===== src/rtl/fifo_pkg.sv =====
// fifo_pkg: shared definitions for the FIFO pop-stream slice.
//   state_t   : pop-stream control state (RUN=0, FLUSH=1)
//   BUF_DEPTH : entries in the output buffer between FIFO read port and stream
package fifo_pkg;

  typedef enum logic {
    RUN   = 1'b0,
    FLUSH = 1'b1
  } state_t;

  localparam int unsigned BUF_DEPTH = 2;

endpackage


===== src/rtl/skid_buf2.sv =====
// skid_buf2: 2-entry buffer with a valid/ready interface on both sides.
// The head entry is a register driving o_out_data/o_out_valid directly.
// Ports:
//   i_clk, i_rst_n           clock, async active-low reset
//   i_clear                  synchronous discard of both entries
//   i_in_valid/o_in_ready    input handshake, i_in_data payload
//   o_out_valid/i_out_ready  output handshake, o_out_data payload (head)
//   o_count                  current occupancy (0..2)
module skid_buf2 #(
  parameter int unsigned WIDTH = 16
) (
  input  logic             i_clk,
  input  logic             i_rst_n,
  input  logic             i_clear,
  input  logic             i_in_valid,
  output logic             o_in_ready,
  input  logic [WIDTH-1:0] i_in_data,
  output logic             o_out_valid,
  input  logic             i_out_ready,
  output logic [WIDTH-1:0] o_out_data,
  output logic [1:0]       o_count
);

  logic             head_vld;
  logic             tail_vld;
  logic [WIDTH-1:0] head_data;
  logic [WIDTH-1:0] tail_data;
  logic             push;
  logic             pop;

  // Full buffer still accepts when the head leaves in the same cycle.
  assign o_in_ready  = !tail_vld || i_out_ready;
  assign push        = i_in_valid && o_in_ready;
  assign pop         = head_vld && i_out_ready;
  assign o_out_valid = head_vld;
  assign o_out_data  = head_data;
  assign o_count     = {1'b0, head_vld} + {1'b0, tail_vld};

  always_ff @(posedge i_clk or negedge i_rst_n) begin
    if (!i_rst_n) begin
      head_vld  <= 1'b0;
      tail_vld  <= 1'b0;
      head_data <= '0;
      tail_data <= '0;
    end else if (i_clear) begin
      head_vld <= 1'b0;
      tail_vld <= 1'b0;
    end else begin
      unique case ({push, pop})
        2'b10: begin
          if (!head_vld) begin
            head_data <= i_in_data;
            head_vld  <= 1'b1;
          end else begin
            tail_data <= i_in_data;
            tail_vld  <= 1'b1;
          end
        end
        2'b01: begin
          head_data <= tail_data;
          head_vld  <= tail_vld;
          tail_vld  <= 1'b0;
        end
        2'b11: begin
          // Occupancy unchanged; order kept by shifting tail into head.
          if (tail_vld) begin
            head_data <= tail_data;
            tail_data <= i_in_data;
          end else begin
            head_data <= i_in_data;
          end
        end
        default: ;
      endcase
    end
  end

endmodule


===== src/rtl/fifo_pop_stream.sv =====
// fifo_pop_stream: pops words from a FIFO read port (1-cycle read latency)
// and presents them as a valid/ready stream through a 2-entry buffer.
// A level flush request discards buffered data and drains the FIFO.
// Ports:
//   i_clk, i_rst_n    clock, async active-low reset
//   o_pop, i_empty    FIFO read request / empty flag
//   i_rdata           FIFO read data, valid the cycle after an accepted pop
//   i_flush           discard request (level)
//   o_valid, o_data   stream output, i_ready downstream accept
//   o_busy            high while flushing
//   o_word_cnt        words delivered downstream (wraps)
module fifo_pop_stream
  import fifo_pkg::*;
#(
  parameter int unsigned WIDTH = 16,
  parameter int unsigned CNTW  = 16
) (
  input  logic             i_clk,
  input  logic             i_rst_n,
  output logic             o_pop,
  input  logic             i_empty,
  input  logic [WIDTH-1:0] i_rdata,
  input  logic             i_flush,
  output logic             o_valid,
  output logic [WIDTH-1:0] o_data,
  input  logic             i_ready,
  output logic             o_busy,
  output logic [CNTW-1:0]  o_word_cnt
);

  state_t          state;
  logic            inflight;
  logic [CNTW-1:0] word_cnt;

  logic            discard;
  logic            buf_in_valid;
  logic            buf_in_ready;
  logic            buf_out_ready;
  logic [1:0]      buf_count;
  logic            xfer;
  logic [2:0]      occ_sum;
  logic            credit;

  // Anything returned or presented while flushing (or on the request
  // cycle itself) is dropped, including a same-cycle downstream transfer.
  assign discard       = (state == FLUSH) || i_flush;
  assign buf_out_ready = i_ready && !discard;
  assign buf_in_valid  = inflight && buf_in_ready && !discard;
  assign xfer          = o_valid && buf_out_ready;

  // Occupancy plus in-flight pop must stay within the buffer; a word
  // leaving this cycle frees a slot, which keeps 1 word/cycle streaming.
  assign occ_sum = {1'b0, buf_count} + {2'b00, inflight};
  assign credit  = occ_sum < (3'(BUF_DEPTH) + {2'b00, xfer});

  always_comb begin
    o_pop = 1'b0;
    if (i_rst_n && !i_empty) begin
      o_pop = (state == FLUSH) ? 1'b1 : credit;
    end
  end

  skid_buf2 #(
    .WIDTH(WIDTH)
  ) u_buf (
    .i_clk      (i_clk),
    .i_rst_n    (i_rst_n),
    .i_clear    (discard),
    .i_in_valid (buf_in_valid),
    .o_in_ready (buf_in_ready),
    .i_in_data  (i_rdata),
    .o_out_valid(o_valid),
    .i_out_ready(buf_out_ready),
    .o_out_data (o_data),
    .o_count    (buf_count)
  );

  always_ff @(posedge i_clk or negedge i_rst_n) begin
    if (!i_rst_n) begin
      state    <= RUN;
      inflight <= 1'b0;
      word_cnt <= '0;
    end else begin
      inflight <= o_pop;
      if (xfer) begin
        word_cnt <= word_cnt + 1'b1;
      end
      unique case (state)
        RUN: begin
          if (i_flush) begin
            state <= FLUSH;
          end
        end
        FLUSH: begin
          if (!i_flush && i_empty && !inflight) begin
            state <= RUN;
          end
        end
        default: state <= RUN;
      endcase
    end
  end

  assign o_busy     = (state == FLUSH);
  assign o_word_cnt = word_cnt;

endmodule


===== config.mk =====
export PLATFORM = sky130hd
export DESIGN_NAME = fifo_pop_stream
export DESIGN_NICKNAME = d
export VERILOG_FILES = /design/src/rtl/fifo_pkg.sv /design/src/rtl/skid_buf2.sv /design/src/rtl/fifo_pop_stream.sv
export SDC_FILE = /design/constraint.sdc
export NUM_CORES = 1
export LEC_CHECK = 0
export CAP_MARGIN = 20
export CORE_UTILIZATION = 65
export CTS_BUF_LIST = sky130_fd_sc_hd__clkbuf_2 sky130_fd_sc_hd__clkbuf_4 sky130_fd_sc_hd__clkbuf_8
export DETAILED_ROUTE_END_ITERATION = 8
export DONT_BUFFER_PORTS = 1
export PLACE_DENSITY = 0.82
export SYNTH_ARGS = -nofsm -noshare
export SYNTH_HDL_FRONTEND = slang
export SYNTH_SLANG_ARGS = --single-unit

===== constraint.sdc =====
create_clock -name i_clk -period 2.15 [get_ports i_clk]
set_clock_uncertainty 0.2 [all_clocks]
set_input_delay 0 -clock i_clk [delete_from_list [all_inputs] [get_ports i_clk]]
set_output_delay 0 -clock i_clk [all_outputs]
set_load 0.02 [all_outputs]

==> results_dict.tcl <==
set metrics [dict create \
    status "completed" \
    p_comb_share_pct 9.4 \
    postSynthCellCount 192 \
    leakage_nw 1.45 \
    port_buffers 0 \
    drt_first_pass_iters 4 \
    cap_violations 0 \
    synth.avg_cell_area_um2 12.6 \
    die_width_um 62.9 \
    ys_types 40 \
    nFillCells 189 \
    syn-num-nets 215 \
    grt_max_degree 54 \
    dpl_cell_area_um2 2460 \
    yosysTopAreaCell "dfrtp_1" \
    setup_viol 0 \
    clkTransAtPathRegs_ns 0.09 \
    coreArea_um2 3440 \
    grt_pass1_vias 1685 \
    io_pins 56 \
    wl_per_cell_um 17.6 \
    crit_end "o_pop" \
    layout_common_cells "49 x dfrtp_1, 28 x nand2_1, 20 x dlygate4sd3_1" \
    area_delta_synth_final_pct 17.5 \
    worstSetupPathDepth 5 \
    worstPathMaxFanout 4 \
    drive_gt1_share_pct 22.3 \
    internal_power_w 0.00151 \
    use_met3_pct 7.66 \
    final-seq-area_um2 1310 \
    synth.cell_area_um2 2410 \
    drt_wl_total_mm 4.77 \
    crit_type "reg2out" \
    grt_setup_unrepaired "false" \
    mostFrequentLayoutCell "dfrtp_1" \
    final_area_um2 2840 \
    worst_setup_path_start_kind "flop" \
    max_stage_delay_ns 0.55 \
    worst_slew_pin_slew_ns 0.409 \
    ys_seq_area_share_pct 53.9 \
    cp_slowest_cell "fa_1" \
    antenna_found_initial 0 \
    cts_root_buffer "clkbuf_8" \
    worstPathCellList "inv_2 > fa_1 > a211oi_2 > nor3b_2 > buf_4" \
    multi_input_area_um2 1050 \
    setup_tns_ns 0 \
    cp_num_buf_inv 2 \
    r2r.worst_path.cells 3 \
    power_w 0.00209 \
    gr-total-overflow 0 \
    finalHoldViolCount 0 \
    via_per_inst 5.83 \
    ys_ff_latch 52 \
    p_switching_w 0.000571 \
    place_inst 237 \
    grt_pass1_wl_mm 8.03 \
    synth_xor_area_share_pct 6.12 \
    cts_tree "built" \
    p_sw_share_pct 27.4 \
    use_met1_pct 34.0 \
    ant_nets 0 \
    layoutNonFillerInstCount 270 \
    synth_compound_area_share_pct 6.12 \
    period_share_pct 95.0 \
    slew_headroom_pct 72.7 \
    max_freq_ghz 0.489 \
    drc 0 \
    synth_top_family_by_area "multiplexers" \
    reg2reg_from "o_busy$_DFF_PN0_" \
    yosys_warnings 0 \
    cts_buffer_depth 2 \
    die_area_um2 3960 \
    fp.dieH_um 62.9 \
    hpwl_mm 3.07 \
    crit_family "adder cells" \
    required_ns 1.95 \
    clkPwrFrac_pct 31.7 \
    nets 246 \
    cp-end-kind "output pin" \
    clk_latency_ns 0.31 \
    synth_top_cell_area_share_pct 53.9 \
    hold_class "in2async" \
    cts_buffers 5 \
    max-vdd-ir-drop_uv 356 \
    period_needed_ns 2.04 \
    synthTopCellsByArea "dfrtp_1 54%, mux2i_1 6.6%, mux2_4 6.2%, nand2_1 4.4%, xnor2_1 3.6%" \
    grt-busiest-layer "met2" \
    synthAdderAreaFrac_pct 1.35 \
    track_usage_pct 27.3 \
    routabilityCongestion 0.782 \
    grtUsageMet2_pct 44.6 \
    synthSimpleGateAreaFrac_pct 13.5 \
    drtIter0Drc 109 \
    insertedDiodeCount 0 \
    initial_core_util_pct 70.1 \
    p_seq_share_pct 58.8 \
    std_cell_rows 21 \
    synthMuxAreaShare_pct 15.7 \
    crit_arrival_ns 1.84 \
    route.vias.total 1574 \
    cts.sinks 52 \
    power.density_nw_per_um2 736 \
    crit_start "inflight$_DFF_PN0_" \
    finalMaxSlewViolations 0 \
    htree_levels 2 \
    timing.rr.end "u_buf.tail_data[15]$_DFFE_PN0P_" \
    reg2reg_slack_ns 0.20 \
]
[state kept, by name (all words and copies together), names as in the netlist]
name,count
o_word_cnt,16
u_buf.o_out_data,16
u_buf.tail_data,16
inflight,1
o_busy,1
u_buf.o_out_valid,1
u_buf.tail_vld,1
[layout make-up]
class | count | area share, %
clock buffer | 6 | 2.69
sequential | 52 | 46.0
tap | 46 | 2.03
inverter | 3 | 0.397
timing repair buffer | 31 | 10.7
multi-input combinational | 130 | 36.9
clock inverter | 2 | 1.24
[Yosys cell counts, drive strengths merged]
master,count
nor4,1
xor2,5
nand4bb,1
buf,6
a211oi,1
nor2b,1
o21ai,19
a21o,1
o221ai,1
and3,2
and4bb,1
o311a,1
fa,1
nand3,9
inv,3
nor3b,1
mux2,16
nor3,3
clkbuf,1
nor2,5
dfrtp,52
xnor2,11
mux2i,16
nand4,3
ha,1
nand2,28
a21boi,1
and4,1
[per-layer routing]
| layer | routed length [um] | vias up |
|---|---|---|
| li1 | - | 731 |
| met1 | 1900 | 775 |
| met2 | 2490 | 63 |
| met3 | 305 | 5 |
| met4 | 71 | 0 |
| met5 | 0 | - |
[worst min path at each step]
| stage | cells after the start | slack, ns | end |
|---|---|---|---|
| finish | 2 | 0.02 | o_word_cnt[3]$_DFFE_PN0P_ |
| global route | 2 | 0.03 | o_word_cnt[6]$_DFFE_PN0P_ |
| CTS | 2 | 0.008 | o_word_cnt[10]$_DFFE_PN0P_ |
| detailed placement | 0 | -0.49 | o_word_cnt[13]$_DFFE_PN0P_ |
| global placement | 0 | -0.49 | o_word_cnt[13]$_DFFE_PN0P_ |
| floorplan | 0 | -0.50 | inflight$_DFF_PN0_ |
[cells by family after synthesis]
logic type,after synthesis
and+or+nand+nor,56
DFF,52
muxes,32
AOI/OAI and AO/OA,24
xor gates and xnor gates,16
buffers and inverters,10
adders and majority gates,2
[per-stage QoR]
| step | util, % | setup slack (ns) | hold slack (ns) |
|---|---|---|---|
| 6_report | 82.4 | 0.107 | 0.0210 |
| 5_1_grt | 82.4 | 0.0407 | 0.0309 |
| 4_1_cts | 81.5 | 0.0123 | 0.00805 |
| 3_5_place_dp | 71.4 | 0.225 | -0.495 |
| 3_3_place_gp | 71.4 | 0.312 | -0.495 |
| 2_1_floorplan | - | 0.153 | -0.496 |
[what timing repair did]
action,CTS,global route
resized for setup,3,1
setup endpoints to repair,1,1
endpoints found under the hold margin,101,0
hold buffers,21,0
buffers inserted,0,4
[power by group through the flow]
stage | clock network [W] | registers [W] | logic [W]
2_1_floorplan | 0 | 0.00123 | 0.0000983
3_3_place_gp | 0 | 0.00124 | 0.000116
3_5_place_dp | 0 | 0.00125 | 0.000133
4_1_cts | 0.000679 | 0.00123 | 0.000196
5_1_grt | 0.000720 | 0.00124 | 0.000223
6_report | 0.000662 | 0.00123 | 0.000197
Note: power is estimated with default switching activity, not from simulation.
